==> src/rtl/stage4_types_pkg.sv <==
// Shared types for the four-stage pipeline controller: FSM states, redirect
// selector encoding and the bundle of per-cycle pipeline control strobes.
package stage4_types_pkg;

  typedef enum logic [2:0] {
    ST_RUN    = 3'd0,
    ST_DFLUSH = 3'd1,
    ST_IFLUSH = 3'd2,
    ST_SLEEP  = 3'd3,
    ST_HALT   = 3'd4
  } pipe_ctrl_state_t;

  typedef enum logic [1:0] {
    SEL_NONE = 2'd0,
    SEL_BRJ  = 2'd1,
    SEL_TRAP = 2'd2,
    SEL_PC4  = 2'd3
  } redirect_sel_t;

  typedef struct packed {
    logic          if_stall;
    logic          if_flush;
    logic          ex_stall;
    logic          ex_flush;
    logic          pc_redirect;
    redirect_sel_t sel;
  } pipe_ctl_t;

  localparam pipe_ctl_t CTL_IDLE    = '{1'b0, 1'b0, 1'b0, 1'b0, 1'b0, SEL_NONE};
  localparam pipe_ctl_t CTL_TRAP    = '{1'b0, 1'b1, 1'b0, 1'b1, 1'b1, SEL_TRAP};
  localparam pipe_ctl_t CTL_BRJ     = '{1'b0, 1'b1, 1'b0, 1'b0, 1'b1, SEL_BRJ};
  localparam pipe_ctl_t CTL_HOLD    = '{1'b1, 1'b0, 1'b1, 1'b0, 1'b0, SEL_NONE};
  localparam pipe_ctl_t CTL_BUBBLE  = '{1'b1, 1'b0, 1'b0, 1'b1, 1'b0, SEL_NONE};
  localparam pipe_ctl_t CTL_FENCE   = '{1'b0, 1'b1, 1'b1, 1'b0, 1'b0, SEL_NONE};
  localparam pipe_ctl_t CTL_REFETCH = '{1'b0, 1'b1, 1'b0, 1'b1, 1'b1, SEL_PC4};

  localparam int unsigned WDOG_MIN_WIDTH = 12;

  // Counter width able to hold the timeout limit, never below 12 bits.
  function automatic int unsigned wdog_width(input int unsigned limit);
    int unsigned w;
    w = $clog2(limit + 32'd1);
    if (w < WDOG_MIN_WIDTH) begin
      return WDOG_MIN_WIDTH;
    end else begin
      return w;
    end
  endfunction

endpackage

==> src/rtl/flush_watchdog.sv <==
// Cycle watchdog shared by the D-cache and I-cache flush handshakes: restarts on
// entry into a flush state, reports expiry, and keeps a sticky timeout flag.
module flush_watchdog
  import stage4_types_pkg::*;
#(
  parameter int unsigned LIMIT = 4096
) (
  input  logic clk,
  input  logic rst,
  input  logic active,
  input  logic restart,
  output logic expired,
  output logic timeout_flag
);

  localparam int CW = int'(wdog_width(LIMIT));
  localparam logic [CW-1:0] LAST = CW'(LIMIT - 32'd1);

  logic [CW-1:0] cnt_r;
  logic          flag_r;

  // The LIMIT-th cycle spent in a flush state counts as expiry.
  assign expired      = active && (cnt_r == LAST);
  assign timeout_flag = flag_r;

  // Cycle counter and sticky timeout flag
  always_ff @(posedge clk or posedge rst) begin
    if (rst) begin
      cnt_r  <= '0;
      flag_r <= 1'b0;
    end else begin
      if (restart) begin
        cnt_r <= '0;
      end else if (active && (cnt_r != LAST)) begin
        cnt_r <= cnt_r + CW'(1);
      end else begin
        cnt_r <= cnt_r;
      end
      flag_r <= flag_r | expired;
    end
  end

endmodule

==> src/rtl/stage4_pipe_ctrl.sv <==
// Hazard and sequencing controller for the four-stage pipeline: stall/flush
// strobes, PC redirect selection, FENCE.I cache flushes, WFI sleep and halt.
module stage4_pipe_ctrl
  import stage4_types_pkg::*;
#(
  parameter int unsigned FLUSH_TIMEOUT = 4096
) (
  input  logic        CLK,
  input  logic        RST,
  input  logic        ex_mem_valid,
  input  logic        ex_ifence,
  input  logic        ex_wfi,
  input  logic        ex_halt,
  input  logic        ex_dren,
  input  logic        ex_dwen,
  input  logic        dmem_busy,
  input  logic        imem_busy,
  input  logic        load_use_hazard,
  input  logic        mispredict,
  input  logic        trap_req,
  input  logic        intr_pending,
  input  logic        dflush_done,
  input  logic        iflush_done,
  output logic        dflush_req,
  output logic        iflush_req,
  output logic        if_stall,
  output logic        if_flush,
  output logic        ex_stall,
  output logic        ex_flush,
  output logic        pc_redirect,
  output logic [1:0]  redirect_sel,
  output logic        halted,
  output logic        flush_timeout,
  output logic [31:0] stall_cycles
);

  pipe_ctrl_state_t state_r;
  pipe_ctrl_state_t state_nxt_s;
  pipe_ctl_t        ctl_s;
  pipe_ctl_t        ctl_out_s;
  logic             dflush_req_r;
  logic             iflush_req_r;
  logic             halted_r;
  logic             trap_pending_r;
  logic [31:0]      stall_cycles_r;
  logic             in_flush_s;
  logic             wd_restart_s;
  logic             wd_expired_s;
  logic             wd_flag_s;
  logic             mem_stall_s;

  assign in_flush_s   = (state_r == ST_DFLUSH) || (state_r == ST_IFLUSH);
  assign wd_restart_s = (state_nxt_s != state_r) &&
                        ((state_nxt_s == ST_DFLUSH) || (state_nxt_s == ST_IFLUSH));
  assign mem_stall_s  = (dmem_busy && (ex_dren || ex_dwen)) || imem_busy;

  flush_watchdog #(
    .LIMIT(FLUSH_TIMEOUT)
  ) u_flush_watchdog (
    .clk         (CLK),
    .rst         (RST),
    .active      (in_flush_s),
    .restart     (wd_restart_s),
    .expired     (wd_expired_s),
    .timeout_flag(wd_flag_s)
  );

  // Next state and same-cycle pipeline strobes
  always_comb begin
    ctl_s       = CTL_IDLE;
    state_nxt_s = state_r;
    case (state_r)
      ST_RUN: begin
        if (trap_req) begin
          ctl_s = CTL_TRAP;
        end else if (mispredict && ex_mem_valid) begin
          ctl_s = CTL_BRJ;
        end else if (ex_mem_valid && ex_ifence) begin
          // Outstanding data traffic must drain before the D-cache is flushed.
          if (dmem_busy) begin
            ctl_s = CTL_HOLD;
          end else begin
            ctl_s       = CTL_FENCE;
            state_nxt_s = ST_DFLUSH;
          end
        end else if (ex_mem_valid && ex_wfi && !intr_pending) begin
          ctl_s       = CTL_HOLD;
          state_nxt_s = ST_SLEEP;
        end else if (ex_mem_valid && ex_halt) begin
          ctl_s       = CTL_HOLD;
          state_nxt_s = ST_HALT;
        end else if (mem_stall_s) begin
          ctl_s = CTL_HOLD;
        end else if (load_use_hazard) begin
          ctl_s = CTL_BUBBLE;
        end else begin
          ctl_s = CTL_IDLE;
        end
      end
      ST_DFLUSH: begin
        ctl_s = CTL_FENCE;
        if ((dflush_done && dflush_req_r) || wd_expired_s) begin
          state_nxt_s = ST_IFLUSH;
        end else begin
          state_nxt_s = ST_DFLUSH;
        end
      end
      ST_IFLUSH: begin
        // A trap raised during the flush replaces the pc4 refetch.
        if ((iflush_done && iflush_req_r) || wd_expired_s) begin
          state_nxt_s = ST_RUN;
          ctl_s       = (trap_pending_r || trap_req) ? CTL_TRAP : CTL_REFETCH;
        end else begin
          ctl_s = CTL_FENCE;
        end
      end
      ST_SLEEP: begin
        if (trap_req) begin
          ctl_s       = CTL_TRAP;
          state_nxt_s = ST_RUN;
        end else if (intr_pending) begin
          ctl_s       = CTL_IDLE;
          state_nxt_s = ST_RUN;
        end else begin
          ctl_s = CTL_HOLD;
        end
      end
      ST_HALT: begin
        ctl_s = CTL_HOLD;
      end
      default: begin
        ctl_s       = CTL_IDLE;
        state_nxt_s = ST_RUN;
      end
    endcase
  end

  // Force every strobe low while reset is asserted, regardless of inputs
  always_comb begin
    if (RST) begin
      ctl_out_s = CTL_IDLE;
    end else begin
      ctl_out_s = ctl_s;
    end
  end

  assign if_stall      = ctl_out_s.if_stall;
  assign if_flush      = ctl_out_s.if_flush;
  assign ex_stall      = ctl_out_s.ex_stall;
  assign ex_flush      = ctl_out_s.ex_flush;
  assign pc_redirect   = ctl_out_s.pc_redirect;
  assign redirect_sel  = ctl_out_s.sel;
  assign dflush_req    = dflush_req_r;
  assign iflush_req    = iflush_req_r;
  assign halted        = halted_r;
  assign flush_timeout = wd_flag_s;
  assign stall_cycles  = stall_cycles_r;

  // Controller state, flush requests, halt flag and deferred trap
  always_ff @(posedge CLK or posedge RST) begin
    if (RST) begin
      state_r        <= ST_RUN;
      dflush_req_r   <= 1'b0;
      iflush_req_r   <= 1'b0;
      halted_r       <= 1'b0;
      trap_pending_r <= 1'b0;
    end else begin
      state_r      <= state_nxt_s;
      dflush_req_r <= (state_nxt_s == ST_DFLUSH);
      iflush_req_r <= (state_nxt_s == ST_IFLUSH);
      halted_r     <= (state_nxt_s == ST_HALT);
      if (state_nxt_s == ST_RUN) begin
        trap_pending_r <= 1'b0;
      end else if (in_flush_s && trap_req) begin
        trap_pending_r <= 1'b1;
      end else begin
        trap_pending_r <= trap_pending_r;
      end
    end
  end

  // Stalled-cycle performance counter, wraps at 2^32
  always_ff @(posedge CLK or posedge RST) begin
    if (RST) begin
      stall_cycles_r <= 32'd0;
    end else if (ctl_s.if_stall) begin
      stall_cycles_r <= stall_cycles_r + 32'd1;
    end else begin
      stall_cycles_r <= stall_cycles_r;
    end
  end

endmodule
==> config.mk <==
export PLATFORM = sky130hd
export DESIGN_NAME = stage4_pipe_ctrl
export DESIGN_NICKNAME = d
export VERILOG_FILES = /design/src/rtl/stage4_types_pkg.sv /design/src/rtl/flush_watchdog.sv /design/src/rtl/stage4_pipe_ctrl.sv
export SDC_FILE = /design/constraint.sdc
export NUM_CORES = 1
export LEC_CHECK = 0
export BUFFER_PORTS_ARGS = -buffer_cell sky130_fd_sc_hd__buf_2
export CAP_MARGIN = 20
export CORE_ASPECT_RATIO = 0.9
export CORE_MARGIN = 3
export CORE_UTILIZATION = 45
export DETAILED_ROUTE_END_ITERATION = 10
export GPL_TIMING_DRIVEN = 0
export PLACE_DENSITY = 0.73
export SETUP_SLACK_MARGIN = 0.2
export SLEW_MARGIN = 20
export SYNTH_ARGS = -nofsm -noshare
export SYNTH_HDL_FRONTEND = slang
export SYNTH_SLANG_ARGS = --single-unit
export TNS_END_PERCENT = 20
==> constraint.sdc <==
create_clock -name CLK -period 2.5 [get_ports CLK]
set_input_delay 0.25 -clock CLK [delete_from_list [all_inputs] [get_ports CLK]]
set_output_delay 0.25 -clock CLK [all_outputs]
set_load 0.02 [all_outputs]
==> out/metrics.yaml <==
synthesis:
  netlist_area_mm2: 0.00286
  synth.avg_cell_area_um2: 10.3
  synthAdderAreaFrac_pct: 0.874
  synth_top_family_by_area: "simple AND/OR/NAND/NOR gates"
  ys.flop_type: "dfrtp_1"
  synthArstFlopShare_pct: 100
  synth-simple-area-share_pct: 25.0
  ys_ff_latch: 53
  yosysSeqAreaShare_pct: 46.3
  synth_edf_count: 0
  synth_nets: 296
  synthXorXnorAreaFrac_pct: 13.1
  postSynthCellCount: 278
  synth.distinct_cells: 54
  yosysWarnings: 0
  synth_mux_area_share_pct: 1.27
  synth-compound-area-share_pct: 10.2
sta:
  drv_slew: 0
  relSlewSlack_pct: 49.0
  clock.fmax_ghz: 0.434
  tns_ns: 0
  finalSetupViolCount: 0
  skew_ns: 0.00509
  period_minus_slack_ns: 2.31
  hold_viol: 0
  rsz0062_at_grt: "true"
  max_slew.worst_pin.slew_ns: 0.763
  min_period_over_period_pct: 92.3
clock_network:
  cts_tree: "done"
  cts_inserted_buffers: 5
  clockBufferDepth: 2
  clkTransAtPathRegs_ns: 0.09
  cts_htree_levels: 2
  clock-sinks: 53
  clk_latency_ns: 0.30
  clockRootBuffer: "clkbuf_8"
final_layout:
  final_common_cell: "buf_2"
  layout_common_cells: "buf_2 (57), dfrtp_1 (52), nor2_1 (30)"
  drive_gt1_share_pct: 31.8
  fin_nets: 373
  final_cells: 439
  antenna_cells: 0
  utilization_pct: 59.2
  areaGrowthSynthToFinish_pct: 22.4
floorplan:
  die_w_um: 90.1
  die_y_um: 81.7
  core_mm2: 0.00592
  die_area_mm2: 0.00736
  start_util_pct: 48.4
  num_io_pins: 59
  rows: 26
critical_path:
  startpoint: "u_flush_watchdog.cnt_r[0]$_DFFE_PP0P_"
  r2r_cells: 9
  arrival_ns: 2.06
  rrSetupSlack_ns: 0.26
  timing.rr.start: "u_flush_watchdog.cnt_r[0]$_DFFE_PP0P_"
  crit_path_end: "redirect_sel[0]"
  worstPathMaxFanout: 4
  timing.rr.end: "u_flush_watchdog.cnt_r[2]$_DFFE_PP0P_"
  critPathLaunchType: "flip-flop"
  crit_type: "flip-flop to output pin"
  worstPathRequired_ns: 2.25
  cp-end-kind: "output pin"
power:
  p_leak_nw: 1.50
  ir_drop_mv: 0.462
  power_density_mw_per_mm2: 823
  power_mw: 2.88
routing:
  drc_errors: 0
  first_iter_violations: 148
  ant_nets: 0
  routed_via_density: 5.31
  vias: 2330
  wl_mm: 6.05
  wire_per_inst_um: 13.8
  first_pass_iters: 4
global_routing:
  grt_start_max_net_pins: 35
  grt.total_usage_pct: 17.1
  grt_antenna_before_repair: 0
  grt_pass1_wl_mm: 10.2
  grt_pass1_vias: 2155
  overflow: 0
place:
  portBuffers: 57
  hpwlAfterDp_mm: 4.46
  dp.cells: 420
  place.gp.congestion: 0.816
job:
  maxCapViolCount: 0
min_path:
  holdPathStages: 3
  hold_path.class: "primary input to flip-flop"
outcome:
  status: "completed"
-- synth_stat cells, drive strengths merged (4+ instances only) --
master	n	area, µm²
a21oi	11	55.1
buf	7	53.8
dfrtp	53	1330
inv	10	37.5
nand2	18	67.6
nand2b	5	31.3
nand3	13	65.1
nand4	14	87.6
nor2	33	124
nor3	13	96.4
nor4	4	37.5
nor4b	4	56.3
o21ai	5	25.0
xnor2	18	165
xor2	24	210
-- power by group --
group / switching [mW] / internal, mW
Combinational: 0.676 / 0.523
Sequential: 0.172 / 1.03
Clock: 0.267 / 0.219
-- sequential cells by signal, summed over array words and instances, names as in the netlist --
| signal | count |
|---|---|
| stall_cycles | 32 |
| u_flush_watchdog.cnt_r | 13 |
| state_r | 3 |
| dflush_req | 1 |
| halted | 1 |
| iflush_req | 1 |
| trap_pending_r | 1 |
| u_flush_watchdog.timeout_flag | 1 |
-- metal layers --
layer	up-vias	global-route usage (%)	share of wire (%)	routed length [µm]
met5	-	0	0	0
met4	0	4.59	1.0	63
met3	4	3.48	5.0	302
met2	63	28.1	45	2750
met1	1125	23.3	49	2940
li1	1138	-	-	-
-- kinds of logic after synthesis --
logic type	count (synthesis)
muxes	3
adders and majority gates	2
buffers and inverters	17
DFF	53
and+or+nand+nor	125
xor gates and xnor gates	42
AOI/OAI and AO/OA	36
-- final cells by class --
cell class | count | area [µm²]
Fill cell | 516 | 2420
Multi-Input combinational cell | 208 | 1480
Sequential cell | 53 | 1330
Timing Repair Buffer | 70 | 405
Tap cell | 84 | 105
Clock buffer | 6 | 82.6
Buffer | 7 | 60.1
Inverter | 10 | 37.5
Clock inverter | 1 | 7.51
-- critical path, stage by stage (launching register included) --
cell,delay [ns]
dfrtp_1,0.38
ha_2,0.19
nand4_1,0.18
nor4b_4,0.36
a22o_4,0.19
nand3b_1,0.09
a211oi_2,0.20
buf_4,0.17
-- worst min-delay path by stage --
stage / startpoint / slack, ns / end
after floorplan: trap_pending_r$_DFFE_PP0P_ / 0.48 / trap_pending_r$_DFFE_PP0P_
after global placement: u_flush_watchdog.timeout_flag$_DFF_PP0_ / 0.44 / u_flush_watchdog.timeout_flag$_DFF_PP0_
after detailed placement: RST / 0.32 / stall_cycles[1]$_DFFE_PP0N_
after CTS: trap_req / 0.32 / trap_pending_r$_DFFE_PP0P_
after global routing: trap_req / 0.35 / trap_pending_r$_DFFE_PP0P_
final: trap_req / 0.32 / trap_pending_r$_DFFE_PP0P_
-- what timing repair did --
action	4_1_cts	5_1_grt
pin swaps	7	2
endpoints found under the setup margin	16	23
hold buffers	1	0
endpoints found under the hold margin	19	0
buffers inserted	7	4
resized for setup	9	6
-- per-stage QoR --
stage / setup slack (ns) / hold WS (ns) / instance area, µm²
2_1_floorplan: 0.321 / 0.482 / 2860
3_3_place_gp: 0.213 / 0.441 / 3250
3_5_place_dp: 0.168 / 0.322 / 3270
4_1_cts: 0.156 / 0.315 / 3450
5_1_grt: 0.0933 / 0.347 / 3500
6_report: 0.193 / 0.319 / 3500
Note: power is estimated with default switching activity, not from simulation.
